File: src/rtl/aoi_pkg.sv
// Shared definitions for the four-input AOI self-test sweep: FSM encoding,
// vector count and result widths.
package aoi_pkg;

  typedef enum logic [1:0] {
    ST_IDLE   = 2'd0,
    ST_SETTLE = 2'd1,
    ST_CHECK  = 2'd2,
    ST_DONE   = 2'd3
  } state_t;

  localparam int          NUM_VECTORS = 16;
  localparam logic [3:0]  LAST_IDX    = 4'd15;
  localparam int          ERR_W       = 5;

endpackage : aoi_pkg

File: src/rtl/aoi_ref_model.sv
// Golden model of the AOI gate: e = a&b, f = c&d, g = NOR(e, f).
// Purely combinational; also usable as a scoreboard in benches.
module aoi_ref_model (
  input  logic a,
  input  logic b,
  input  logic c,
  input  logic d,
  output logic exp_e,
  output logic exp_f,
  output logic exp_g
);

  assign exp_e = a & b;
  assign exp_f = c & d;
  assign exp_g = ~(exp_e | exp_f);

endmodule : aoi_ref_model

File: src/rtl/aoi_sweep_ctrl.sv
// Self-test sequencer: walks all 16 {a,b,c,d} vectors through an external AOI
// gate, samples e/f/g after a settle time and accumulates mismatch results.
module aoi_sweep_ctrl
  import aoi_pkg::*;
#(
  parameter int SETTLE_CYCLES = 2
) (
  input  logic             clk,
  input  logic             rst,
  input  logic             start,
  input  logic             e,
  input  logic             f,
  input  logic             g,
  output logic             a,
  output logic             b,
  output logic             c,
  output logic             d,
  output logic             busy,
  output logic             done,
  output logic             pass,
  output logic [ERR_W-1:0] err_count,
  output logic [3:0]       first_fail_vec,
  output logic             first_fail_valid
);

  localparam logic [3:0] SETTLE_LAST = 4'(SETTLE_CYCLES - 1);

  state_t           r_state;
  logic [3:0]       r_idx;
  logic [3:0]       r_cnt;
  logic             r_busy;
  logic             r_done;
  logic             r_pass;
  logic [ERR_W-1:0] r_err;
  logic [3:0]       r_ffv;
  logic             r_ffvalid;

  logic             w_exp_e;
  logic             w_exp_f;
  logic             w_exp_g;
  logic             w_mismatch;
  logic [ERR_W-1:0] w_err_next;

  // The vector index doubles as the registered gate stimulus {a,b,c,d}.
  aoi_ref_model u_ref (
    .a     (r_idx[3]),
    .b     (r_idx[2]),
    .c     (r_idx[1]),
    .d     (r_idx[0]),
    .exp_e (w_exp_e),
    .exp_f (w_exp_f),
    .exp_g (w_exp_g)
  );

  assign w_mismatch = (e != w_exp_e) | (f != w_exp_f) | (g != w_exp_g);
  assign w_err_next = r_err + ERR_W'(w_mismatch);

  // NOTE: all state uses non-blocking assignments so every register samples
  // pre-edge values; pass is derived from w_err_next to include the last vector.
  always_ff @(posedge clk) begin
    if (rst) begin
      r_state   <= ST_IDLE;
      r_idx     <= 4'd0;
      r_cnt     <= 4'd0;
      r_busy    <= 1'b0;
      r_done    <= 1'b0;
      r_pass    <= 1'b0;
      r_err     <= '0;
      r_ffv     <= 4'd0;
      r_ffvalid <= 1'b0;
    end else begin
      r_done <= 1'b0;
      case (r_state)
        ST_IDLE: begin
          if (start) begin
            r_idx     <= 4'd0;
            r_cnt     <= 4'd0;
            r_err     <= '0;
            r_ffvalid <= 1'b0;
            r_pass    <= 1'b0;
            r_busy    <= 1'b1;
            r_state   <= ST_SETTLE;
          end
        end
        ST_SETTLE: begin
          if (r_cnt == SETTLE_LAST) begin
            r_cnt   <= 4'd0;
            r_state <= ST_CHECK;
          end else begin
            r_cnt <= r_cnt + 4'd1;
          end
        end
        ST_CHECK: begin
          r_err <= w_err_next;
          if (w_mismatch && !r_ffvalid) begin
            r_ffv     <= r_idx;
            r_ffvalid <= 1'b1;
          end
          if (r_idx == LAST_IDX) begin
            r_done  <= 1'b1;
            r_busy  <= 1'b0;
            r_pass  <= (w_err_next == '0);
            r_state <= ST_DONE;
          end else begin
            r_idx   <= r_idx + 4'd1;
            r_cnt   <= 4'd0;
            r_state <= ST_SETTLE;
          end
        end
        ST_DONE: begin
          r_state <= ST_IDLE;
        end
        default: begin
          r_state <= ST_IDLE;
        end
      endcase
    end
  end

  assign {a, b, c, d}     = r_idx;
  assign busy             = r_busy;
  assign done             = r_done;
  assign pass             = r_pass;
  assign err_count        = r_err;
  assign first_fail_vec   = r_ffv;
  assign first_fail_valid = r_ffvalid;

endmodule : aoi_sweep_ctrl

File: config.mk
export PLATFORM = sky130hd
export DESIGN_NAME = aoi_sweep_ctrl
export DESIGN_NICKNAME = d
export VERILOG_FILES = /design/src/rtl/aoi_pkg.sv /design/src/rtl/aoi_ref_model.sv /design/src/rtl/aoi_sweep_ctrl.sv
export SDC_FILE = /design/constraint.sdc
export NUM_CORES = 1
export LEC_CHECK = 0
export ABC_CLOCK_PERIOD_IN_PS = 4400
export BUFFER_PORTS_ARGS = -buffer_cell sky130_fd_sc_hd__buf_2
export CAP_MARGIN = 20
export CORE_ASPECT_RATIO = 1.75
export CORE_UTILIZATION = 50
export CTS_CLUSTER_DIAMETER = 100
export DETAILED_ROUTE_END_ITERATION = 10
export GPL_ROUTABILITY_DRIVEN = 0
export GPL_TIMING_DRIVEN = 0
export PLACE_DENSITY = 0.8
export SYNTH_ARGS = -nofsm -noshare
export SYNTH_HDL_FRONTEND = slang
export SYNTH_SLANG_ARGS = --single-unit
File: constraint.sdc
create_clock -name clk -period 4.4 [get_ports clk]
set_input_delay 0.22 -clock clk [delete_from_list [all_inputs] [get_ports clk]]
set_output_delay 0.22 -clock clk [all_outputs]
set_load 0.01 [all_outputs]
==> flow_summary.json <==
{
  "drive_above_1_share_pct": 23.72,
  "grt-ovfl-total": 0,
  "crit_end": "pass",
  "ant_nets": 0,
  "setup_viol": 0,
  "clk_pin_slew_ps": 130,
  "critPathKind": "flip-flop to flip-flop",
  "hold_class": "primary input to flip-flop",
  "synthAdderAreaFrac_pct": 3.215,
  "synth_top_family_by_area": "simple AND/OR/NAND/NOR gates",
  "synth_area_per_cell_sq_um": 8.980,
  "reg2reg_from": "r_idx[1]",
  "crit_path_start_kind": "flip-flop",
  "syn_nets": 139,
  "synthFlopType": "dfxtp_1",
  "worst_pin_slew_ps": 463.9,
  "fin_nets": 166,
  "synthXorXnorAreaFrac_pct": 3.751,
  "cts_tree": "done",
  "end_kind": "flip-flop",
  "synth_simple_gate_area_share_pct": 28.51,
  "fin_crit_ps": 2648,
  "drt-pass1-iter-count": 4,
  "clockRootBuffer": "clkbuf_4",
  "fmax_mhz": 377.7,
  "p_leak_nw": 0.5603,
  "htreeDepth": 1,
  "coreArea_sq_mm": 0.002147,
  "yosys_warnings": 0,
  "hold_violations": 0,
  "final_max_slew_viol_count": 0,
  "rr_endpoint": "pass",
  "num_vias": 1029,
  "crit_top_cell": "ha_1",
  "reg2regPathDepth": 10,
  "start_util_pct": 54.37,
  "routed_wl_um": 2413,
  "critPathMaxStageDelay_ps": 390,
  "drc": 0,
  "worstPathArrival_ps": 2900,
  "yosys.area.top_type": "dfxtp_1",
  "drv_cap": 0,
  "fp.dieH_um": 65.92,
  "viasPerCell": 5.717,
  "clk_latency_ps": 320,
  "grtUsageTotal_pct": 23.02,
  "cts_made_buffers": 3,
  "post-cts-setup-buffers": 0,
  "ys_seq_area_share_pct": 39.44,
  "reg2reg_slack_ps": 1750,
  "rsz0062_at_grt": "false",
  "io_pins": 23,
  "antenna_cells": 0,
  "clock_skew_ps": 6.222,
  "netlist_area_sq_mm": 0.001167,
  "fin_crit_sh_pct": 60.18,
  "cts_hold_buf": 0,
  "clock_sinks": 23,
  "ir_drop_mv": 0.2170,
  "die_w_um": 38.53,
  "rows": 22,
  "cts_resized": 0,
  "async_reset_ff_share_pct": 0,
  "die_area_sq_mm": 0.002540,
  "ys_seq_elements": 23,
  "syn_to_final_growth_pct": 14.36,
  "startpoint": "r_idx[1]",
  "muxShareOfSynthArea_pct": 4.287,
  "synth_area_leaders": "dfxtp_1, mux2i_1, nor2_1",
  "wl_per_cell_um": 13.41,
  "power_density_mw_per_mm2": 280.1,
  "run_status": "finished clean",
  "synth_compound_area_share_pct": 18.01,
  "grt_pass1_wl_um": 4222,
  "path_cells": "ha_1, or3b_1, a21oi_1, nor2_1, ha_1, ha_1, nor2b_1, nor4_1, nand4b_1, mux2i_1",
  "syn-instance-count": 130,
  "path_max_fanout": 7,
  "drt_iter0_markers": 17,
  "grt_antenna_before_repair": 0,
  "cp_slowest_cell": "or3b_1",
  "finish.utilization_pct": 62.18,
  "io_buffers": 22,
  "synth_edf_count": 0,
  "cp_data_required_time_ps": 4660,
  "hpwl_um": 1821,
  "grt_pass1_vias": 983,
  "cts_buffer_depth": 2,
  "ys_types": 43,
  "max-slew-margin-rel_pct": 69.01,
  "tns_ps": 0,
  "synth_top_area_share_pct": 39.44,
  "grt_max_degree": 14
}
[cells in the final DEF (no fill, tap or decap), types with 4 or more instances in the layout]
cell type,instances
buf_2,23
a21oi_1,9
mux2i_1,5
nor2_1,13
xor2_1,4
dfxtp_1,23
nor2b_1,7
nand2b_1,5
nand3_1,6
o21ai_0,6
or2b_2,5
nor3_1,4
[state kept, by name, indices dropped and copies added (netlist names)]
register          cells
busy                  1
done                  1
err_count             5
first_fail_valid      1
first_fail_vec        4
pass                  1
r_cnt                 4
r_idx                 4
r_state               2
[routing by layer]
layer / vias up / global-route usage (%) / part of all wire, %
li1: 520 / - / -
met1: 483 / 26.11 / 43
met2: 21 / 40.83 / 52
met3: 5 / 2.020 / 2.2
met4: 0 / 10.34 / 2.2
met5: - / 0 / 0
[cells in the mapped netlist, types with 4 or more instances]
library cell,number
dfxtp_1,23
nor2_1,13
a21oi_1,9
nor2b_1,7
nand3_1,6
o21ai_0,6
mux2i_1,5
nand2b_1,5
or2b_2,5
nor3_1,4
xor2_1,4
[report_power, final]
part	total [W]	leakage [nW]	internal, W	switching [W]
clock network	0.000101	0.0177	0.0000341	0.0000667
registers	0.000219	0.186	0.000214	0.00000505
logic	0.0000543	0.356	0.0000221	0.0000322
[metrics by stage]
step	area [sq um]	setup slack, ps	total power (W)	std cells	hold WS [ps]
6_report	1335	1752	0.0003740	180	252.4
5_1_grt	1335	1555	0.0003922	180	269.1
4_1_cts	1335	1726	0.0003757	180	252.0
3_5_place_dp	1308	1765	0.0002779	176	460.5
3_3_place_gp	1308	1786	0.0002758	176	463.3
2_1_floorplan	1167	2033	0.0002615	130	396.5
[logic make-up (layout without fill, tap and decap cells)]
kind of cell | Yosys count | after routing
DFF | 23 | 23
adders and majority gates | 3 | 3
and+or+nand+nor | 55 | 55
xor gates and xnor gates | 5 | 5
buffers and inverters | 7 | 33
muxes | 5 | 5
AOI/OAI and AO/OA | 32 | 32
[how the worst min path moves through the flow]
stage | startpoint | endpoint | slack [ps] | cells past startpoint
floorplan | rst | first_fail_vec[1] | 400 | 2
global placement | pass | pass | 460 | 2
detailed placement | first_fail_vec[0] | first_fail_vec[0] | 460 | 2
CTS | rst | first_fail_vec[1] | 250 | 3
global route | rst | first_fail_vec[0] | 270 | 3
finish | rst | first_fail_vec[0] | 250 | 3
[cell type report]
cell class / count / area (sq um)
multi-input combinational: 100 / 674.4
inverter: 2 / 7.507
fill: 193 / 812.0
clock inverter: 1 / 5.005
clock buffer: 3 / 22.52
buffer: 5 / 25.02
tap: 24 / 30.03
timing repair buffer: 22 / 110.1
sequential: 23 / 460.4
[critical path: cells and delay by family, from the launching register on]
kind / cells / cell delay, ps
flops: 1 / 370
compound gates: 1 / 260
mux: 1 / 140
simple gates: 5 / 1070
fa+ha+maj: 3 / 740
(Power assumes the default switching activity.)
